File: src/rtl/regfile_wb_arbiter.sv
// rtl/regfile_wb_arbiter.sv - register-file write-back arbiter with destination scoreboard
module regfile_wb_arbiter #(
    parameter int MAX_WAIT = 3
) (
    input  logic        clk,
    input  logic        rst,
    input  logic        a_valid,
    output logic        a_ready,
    input  logic [4:0]  a_addr,
    input  logic [31:0] a_data,
    input  logic        b_valid,
    output logic        b_ready,
    input  logic [4:0]  b_addr,
    input  logic [31:0] b_data,
    input  logic        iss_valid,
    input  logic [4:0]  iss_addr,
    output logic [31:0] busy,
    output logic        write_enable,
    output logic [4:0]  write_reg,
    output logic [31:0] write_data
);

    localparam logic [3:0] MAX_WAIT_C = 4'(MAX_WAIT);

    logic [3:0]  wait_q, wait_d;
    logic [31:0] busy_q, busy_d;
    logic        we_q, we_d;
    logic [4:0]  wreg_q, wreg_d;
    logic [31:0] wdata_q, wdata_d;

    logic        b_prio;
    logic        a_fire;
    logic        b_fire;
    logic        fire;
    logic [4:0]  win_addr;
    logic [31:0] win_data;

    // Ready depends only on inputs and the wait counter, never on our outputs.
    assign b_prio  = (wait_q == MAX_WAIT_C);
    assign a_ready = !rst && !(b_valid && b_prio);
    assign b_ready = !rst && (!a_valid || b_prio);

    assign a_fire   = a_valid && a_ready;
    assign b_fire   = b_valid && b_ready;
    assign fire     = a_fire || b_fire;
    assign win_addr = b_fire ? b_addr : a_addr;
    assign win_data = b_fire ? b_data : a_data;

    always_comb begin
        wait_d = wait_q;
        if (!b_valid || b_fire) begin
            wait_d = 4'd0;
        end else if (wait_q != MAX_WAIT_C) begin
            wait_d = wait_q + 4'd1;
        end
    end

    always_comb begin
        we_d    = 1'b0;
        wreg_d  = wreg_q;
        wdata_d = wdata_q;
        if (fire) begin
            we_d    = (win_addr != 5'd0);
            wreg_d  = win_addr;
            wdata_d = win_data;
        end
    end

    // Clear first so a same-edge issue to the same register wins.
    always_comb begin
        busy_d = busy_q;
        if (fire && win_addr != 5'd0) begin
            busy_d[win_addr] = 1'b0;
        end
        if (iss_valid && iss_addr != 5'd0) begin
            busy_d[iss_addr] = 1'b1;
        end
        busy_d[0] = 1'b0;
    end

    always_ff @(posedge clk) begin
        if (rst) begin
            wait_q  <= 4'd0;
            busy_q  <= 32'd0;
            we_q    <= 1'b0;
            wreg_q  <= 5'd0;
            wdata_q <= 32'd0;
        end else begin
            wait_q  <= wait_d;
            busy_q  <= busy_d;
            we_q    <= we_d;
            wreg_q  <= wreg_d;
            wdata_q <= wdata_d;
        end
    end

    assign busy         = busy_q;
    assign write_enable = we_q;
    assign write_reg    = wreg_q;
    assign write_data   = wdata_q;

endmodule

File: config.mk
export PLATFORM = sky130hd
export DESIGN_NAME = regfile_wb_arbiter
export DESIGN_NICKNAME = d
export VERILOG_FILES = /design/src/rtl/regfile_wb_arbiter.sv
export SDC_FILE = /design/constraint.sdc
export NUM_CORES = 1
export LEC_CHECK = 0
export CAP_MARGIN = 5
export CORE_ASPECT_RATIO = 1.25
export CORE_MARGIN = 4
export CORE_UTILIZATION = 38
export CTS_CLUSTER_DIAMETER = 200
export CTS_CLUSTER_SIZE = 12
export DETAILED_ROUTE_END_ITERATION = 8
export MAX_ROUTING_LAYER = met4
export PLACE_DENSITY = 0.78
export RECOVER_POWER = 25
export SETUP_SLACK_MARGIN = 0.1
export SLEW_MARGIN = 40
export SYNTH_ARGS = -nofsm -noshare
export SYNTH_HDL_FRONTEND = slang
export SYNTH_SLANG_ARGS = --single-unit
File: constraint.sdc
create_clock -name clk -period 1.75 [get_ports clk]
set_input_delay 0.35 -clock clk [delete_from_list [all_inputs] [get_ports clk]]
set_output_delay 0.35 -clock clk [all_outputs]
set_load 0.03 [all_outputs]
## After elaboration in Yosys (flattened, before gate mapping)

Index checks and enable logic that the tools add are counted.

| word-level totals | value |
|---|---|
| register bits after elaboration | 74 |
| input port bits | 84 |
| output and inout port bits | 72 |
| word-level logic and storage cells | 45 |

| cells by class | value |
|---|---|
| add/subtract/negate cells | 1 |
| $lt $le $gt $ge | 4 |
| equal/unequal tests | 2 |
| multiplexer cells | 8 |
| bitwise operators | 4 |
| reductions and logical operators | 20 |

Operators with widths:

| cell | count |
|---|---|
| $mux 32 | 3 |
| $and 32x32->32 | 1 |
| $not 32->32 | 1 |
| $or 32x32->32 | 1 |
| $lt 5x6->1 const B | 2 |
| $demux 1 s5 | 2 |
| $ge 5x1->1 const B | 2 |
| $reduce_bool 5->1 | 2 |
| $logic_and 1x1->1 | 9 |
| $mux 5 | 1 |
| $add 4x1->4 const B | 1 |
| $eq 4x2->1 const B | 1 |
| $logic_not 1->1 | 4 |
| $ne 4x2->1 const B | 1 |
| $reduce_or 2->1 | 2 |
| $logic_or 1x1->1 | 3 |
| $mux 1 | 2 |
| $not 1->1 | 1 |

## Logic depth before layout (Yosys ltp)

| depth | value |
|---|---|
| depth in word-level cells | 14 |
| mapped depth | 7 |
| mapped depth without buffers | 5 |

## Worst setup path after synthesis

OpenSTA, ideal clock, no wires.

| timing | value |
|---|---|
| path kind | register -> output |
| start | register wait_q[0] |
| end | output b_ready |
| arrival | 1.574 ns |
| required time | 1.400 ns |
| setup slack | -0.174 ns |
| stages on the path, launching flop included | 5 |
| buffers on the path | 0 |
| path through | dfxtp_1 ha_1 nor3b_2 nor2_2 nor2_1 |

| between the ends | value |
|---|---|
| longest elaborated chain between the ends | 3 |

RTL lines:

| item | line | text |
|---|---|---|
| from (decl) | 25 | `logic [3:0] wait_q, wait_d;` |
| from (signal assigned) | 89 | `wait_q <= wait_d;` |
| $eq 4x2->1 | 39 | `assign b_prio = (wait_q == MAX_WAIT_C);` |
| $logic_or 1x1->1 | 41 | `assign b_ready = !rst && (!a_valid \|\| b_prio);` |
| $logic_and 1x1->1 | 41 |  |
| to (decl) | 12 | `output logic b_ready,` |

Every way passes these cells.

## Final worst setup path

| timing | value |
|---|---|
| start | register wait_q[1] |
| end | register busy_q[30] (netlist: busy[30]) |

| between the ends | value |
|---|---|
| longest elaborated chain between the ends | 14 |
| elaborated cells on any way between the ends | 22 |
| classes of those cells | order compare (2); eq/ne (1); mux (5); bitwise (3); reduce/logical (11) |

RTL lines:

| item | line | text |
|---|---|---|
| $eq 4x2->1 * | 39 |  |
| $logic_or 1x1->1 | 41 |  |
| $logic_and 1x1->1 | 41 |  |
| $logic_and 1x1->1 | 44 | `assign b_fire = b_valid && b_ready;` |
| $mux 5 | 46 | `assign win_addr = b_fire ? b_addr : a_addr;` |
| $lt 5x6->1 (implied by the code) or $ge 5x1->1 (tied branches) | 73 | `busy_d[win_addr] = 1'b0;` |
| $logic_and 1x1->1 (implied by the code) | 73 |  |
| $mux 1 (implied by the code) | 73 |  |
| $demux 1 s5 | 73 |  |
| $not 32->32 (no source line) | - |  |
| $and 32x32->32 (no source line) | - |  |
| $mux 32 * | 72 | `if (fire && win_addr != 5'd0) begin` |
| $or 32x32->32 (no source line) | - |  |
| $mux 32 * | 75 | `if (iss_valid && iss_addr != 5'd0) begin` |
| to (signal assigned) | 90 | `busy_q <= busy_d;` |
| to (decl) | 26 | `logic [31:0] busy_q, busy_d;` |

Every way passes the cells marked *; elsewhere a longest branch is shown, timed or not.
A chain may end at the register's enable or synchronous reset.

==> flow_summary.yaml <==
run_status:
  outcome: "complete, but fails checks"
  violations: "negative setup slack"
synthesis:
  ys_ff_latch: 73
  yosysUniqueCellTypes: 53
  syn-cell-area_um2: 3530
  synthArstFlopShare: 0
  ys.flop_type: "dfxtp_1"
  synth_edf_count: 0
  synth_area_per_cell_um2: 8.64
  ys_seq_area_frac: 0.414
  syn-num-nets: 494
  ys_warn_count: 0
  netlist_instances: 409
pwr:
  power.internal_mw: 3.27
  p_switching_mw: 1.32
  leakagePower_nw: 2.80
  pwr-share-seq: 0.387
  vdd_drop_max_v: 0.000639
  comb_power_share: 0.227
  power.density_nw_per_um2: 709
  clockPowerShare: 0.386
  swShare: 0.287
clock_tree:
  cts-root-buf: "clkbuf_16"
  cts_buffers: 9
  cts_buffer_depth: 2
  h-tree-depth: 3
  clk_latency_ps: 330
  cts_sinks: 73
  cts_tree: "done"
  clk_transition_reported_paths_ps: 60
  ctsHoldBuffers: 0
drt:
  via_count: 4126
  drc: 0
  dr.pass1.iters: 5
  wl_per_cell_um: 18.7
  postRouteAntennaNets: 0
  drt_wl_total_um: 14100
  drt-initial-drc-count: 162
  vias_per_cell: 5.49
grt:
  groute.usage.overall: 0.240
  grt_max_degree: 38
  grt_pass1_vias: 4014
  antenna_found_initial: 0
  grt-ovfl-total: 0
  grt_first_pass_wirelength_um: 20000
floorplanning:
  coreArea_um2: 9130
  chipHeight_um: 116
  initial_core_util: 0.387
  rows: 39
  die-area_um2: 10900
  pin_count: 156
  die_x_um: 94.2
layout:
  final_common_cell: "clkdlybuf4s50_1"
  largest_reg_flops: 32
  final_nets: 709
  n_antenna_cell: 0
  drive_gt1_frac: 0.256
  final_cells: 752
  layout_common_cells: "clkdlybuf4s50_1 (81), nand2_1 (74), dfxtp_1 (71)"
  areaGrowthSynthToFinish_pct: 83.4
timing:
  slew_violations: 0
  layout_setup_ws_ps: -189
  setup_viol: 70
  min_period_ps: 1940
  timing.fmax_mhz: 516
  timing.final.crit_share: 1.11
  hold_ws_ps: 443
  rsz0062_at_grt: "yes"
  hold_viol_final: 0
  setup_tns_ps: -7630
  skew_ps: 9.92
hold_path:
  worstHoldPathType: "reg -> reg"
placed_design:
  dp_hpwl_um: 9200
  dp.cells: 717
  routabilityCongestion: 0.932
  portBuffers: 154
critical_path:
  path_cells: "ha_4 > or3b_4 > a2111o_1 > a21oi_2 > buf_6 > a311oi_2"
  crit_path_end_kind: "register"
  max_stage_delay_ps: 430
  cp-start-kind: "register"
  arrival_ps: 2120
  crit_fanout: 7
  required_ps: 1940
  worstSetupPathType: "reg -> reg"
  slowest_stage: "a2111o_1"
run:
  drv_cap: 0
[metrics by stage]
stage	util	power (mW)	area, um2	setup WS, ps
final	0.710	4.59	6480	-189
after global routing	0.710	4.77	6480	-265
after CTS	0.670	4.52	6120	-107
after detailed placement	0.617	2.76	5630	-440
after global placement	0.617	2.74	5630	-368
after floorplan	-	2.24	3570	-1.54
[cell type report]
class	instances	area [um2]
Fill cell	701	2650
Multi-Input combinational cell	304	2280
Timing Repair Buffer	232	2270
Sequential cell	73	1460
Clock buffer	11	253
Tap cell	123	154
Clock inverter	5	38.8
Inverter	4	15.0
[power by group through the flow]
stage	Sequential [mW]	Clock (mW)	Combinational [mW]
6_report	1.78	1.78	1.04
5_1_grt	1.78	1.89	1.09
4_1_cts	1.78	1.79	0.957
3_5_place_dp	1.82	0	0.946
3_3_place_gp	1.81	0	0.924
2_1_floorplan	1.96	0	0.276
[synth_stat cells, types with 3 or more instances]
cell type / n / area share
a311oi_1: 27 / 0.067
nor2_1: 20 / 0.021
nor2b_1: 6 / 0.011
dfxtp_1: 73 / 0.41
nor3b_1: 4 / 0.0085
o21ai_0: 37 / 0.052
nand2b_1: 6 / 0.011
a211oi_1: 4 / 0.0085
a211o_1: 3 / 0.0074
o32ai_2: 3 / 0.014
o22ai_1: 5 / 0.0089
nand2_1: 74 / 0.079
buf_2: 6 / 0.0085
buf_4: 3 / 0.0064
nor3_1: 3 / 0.0042
nand3_1: 5 / 0.0071
a21oi_1: 30 / 0.043
nand3b_1: 4 / 0.0085
inv_1: 4 / 0.0042
mux2i_1: 37 / 0.10
clkbuf_1: 18 / 0.019
[routing by layer]
layer  vias to the layer above  part of all wire  GRT usage
met5                         -                 0          -
met4                         0             0.029     0.0829
met3                        45             0.085     0.0617
met2                       218              0.52      0.415
met1                      1947              0.37      0.268
li1                       1916                 -          -
[timing repair]
item                       4_1_cts  5_1_grt
buffers inserted                10        4
setup endpoints to repair      139       71
gates resized for setup        119       58
gates cloned                     4        3
pin swaps                        6       22
[critical path: cells and delay by family, from the launching register on]
kind,cells,cell delay [ps]
compound gates,3,710
fa+ha+maj,1,140
buf+inv,1,170
flops,1,350
simple gates,1,420
[kinds of logic (layout without fill, tap and decap cells)]
family / count (synthesis) / in the layout / synth area share
AOI/OAI and AO/OA: 120 / 120 / 0.233
xor gates and xnor gates: 2 / 2 / 0.00496
adders and majority gates: 1 / 1 / 0.00354
buffers and inverters: 32 / 252 / 0.0397
DFF: 73 / 73 / 0.414
muxes: 38 / 38 / 0.109
other: 1 / 1 / 0.00106
and+or+nand+nor: 142 / 142 / 0.195
[worst paths after layout]
kind / startpoint / endpoint / slack, ps / cells past startpoint
max: wait_q[1] / busy[30] / -190 / 6
min: write_data[1] / write_data[1] / 440 / 2
max reg2reg: wait_q[1] / busy[30] / -190 / 6
min reg2reg: write_data[1] / write_data[1] / 440 / 2
(Power assumes the default switching activity.)
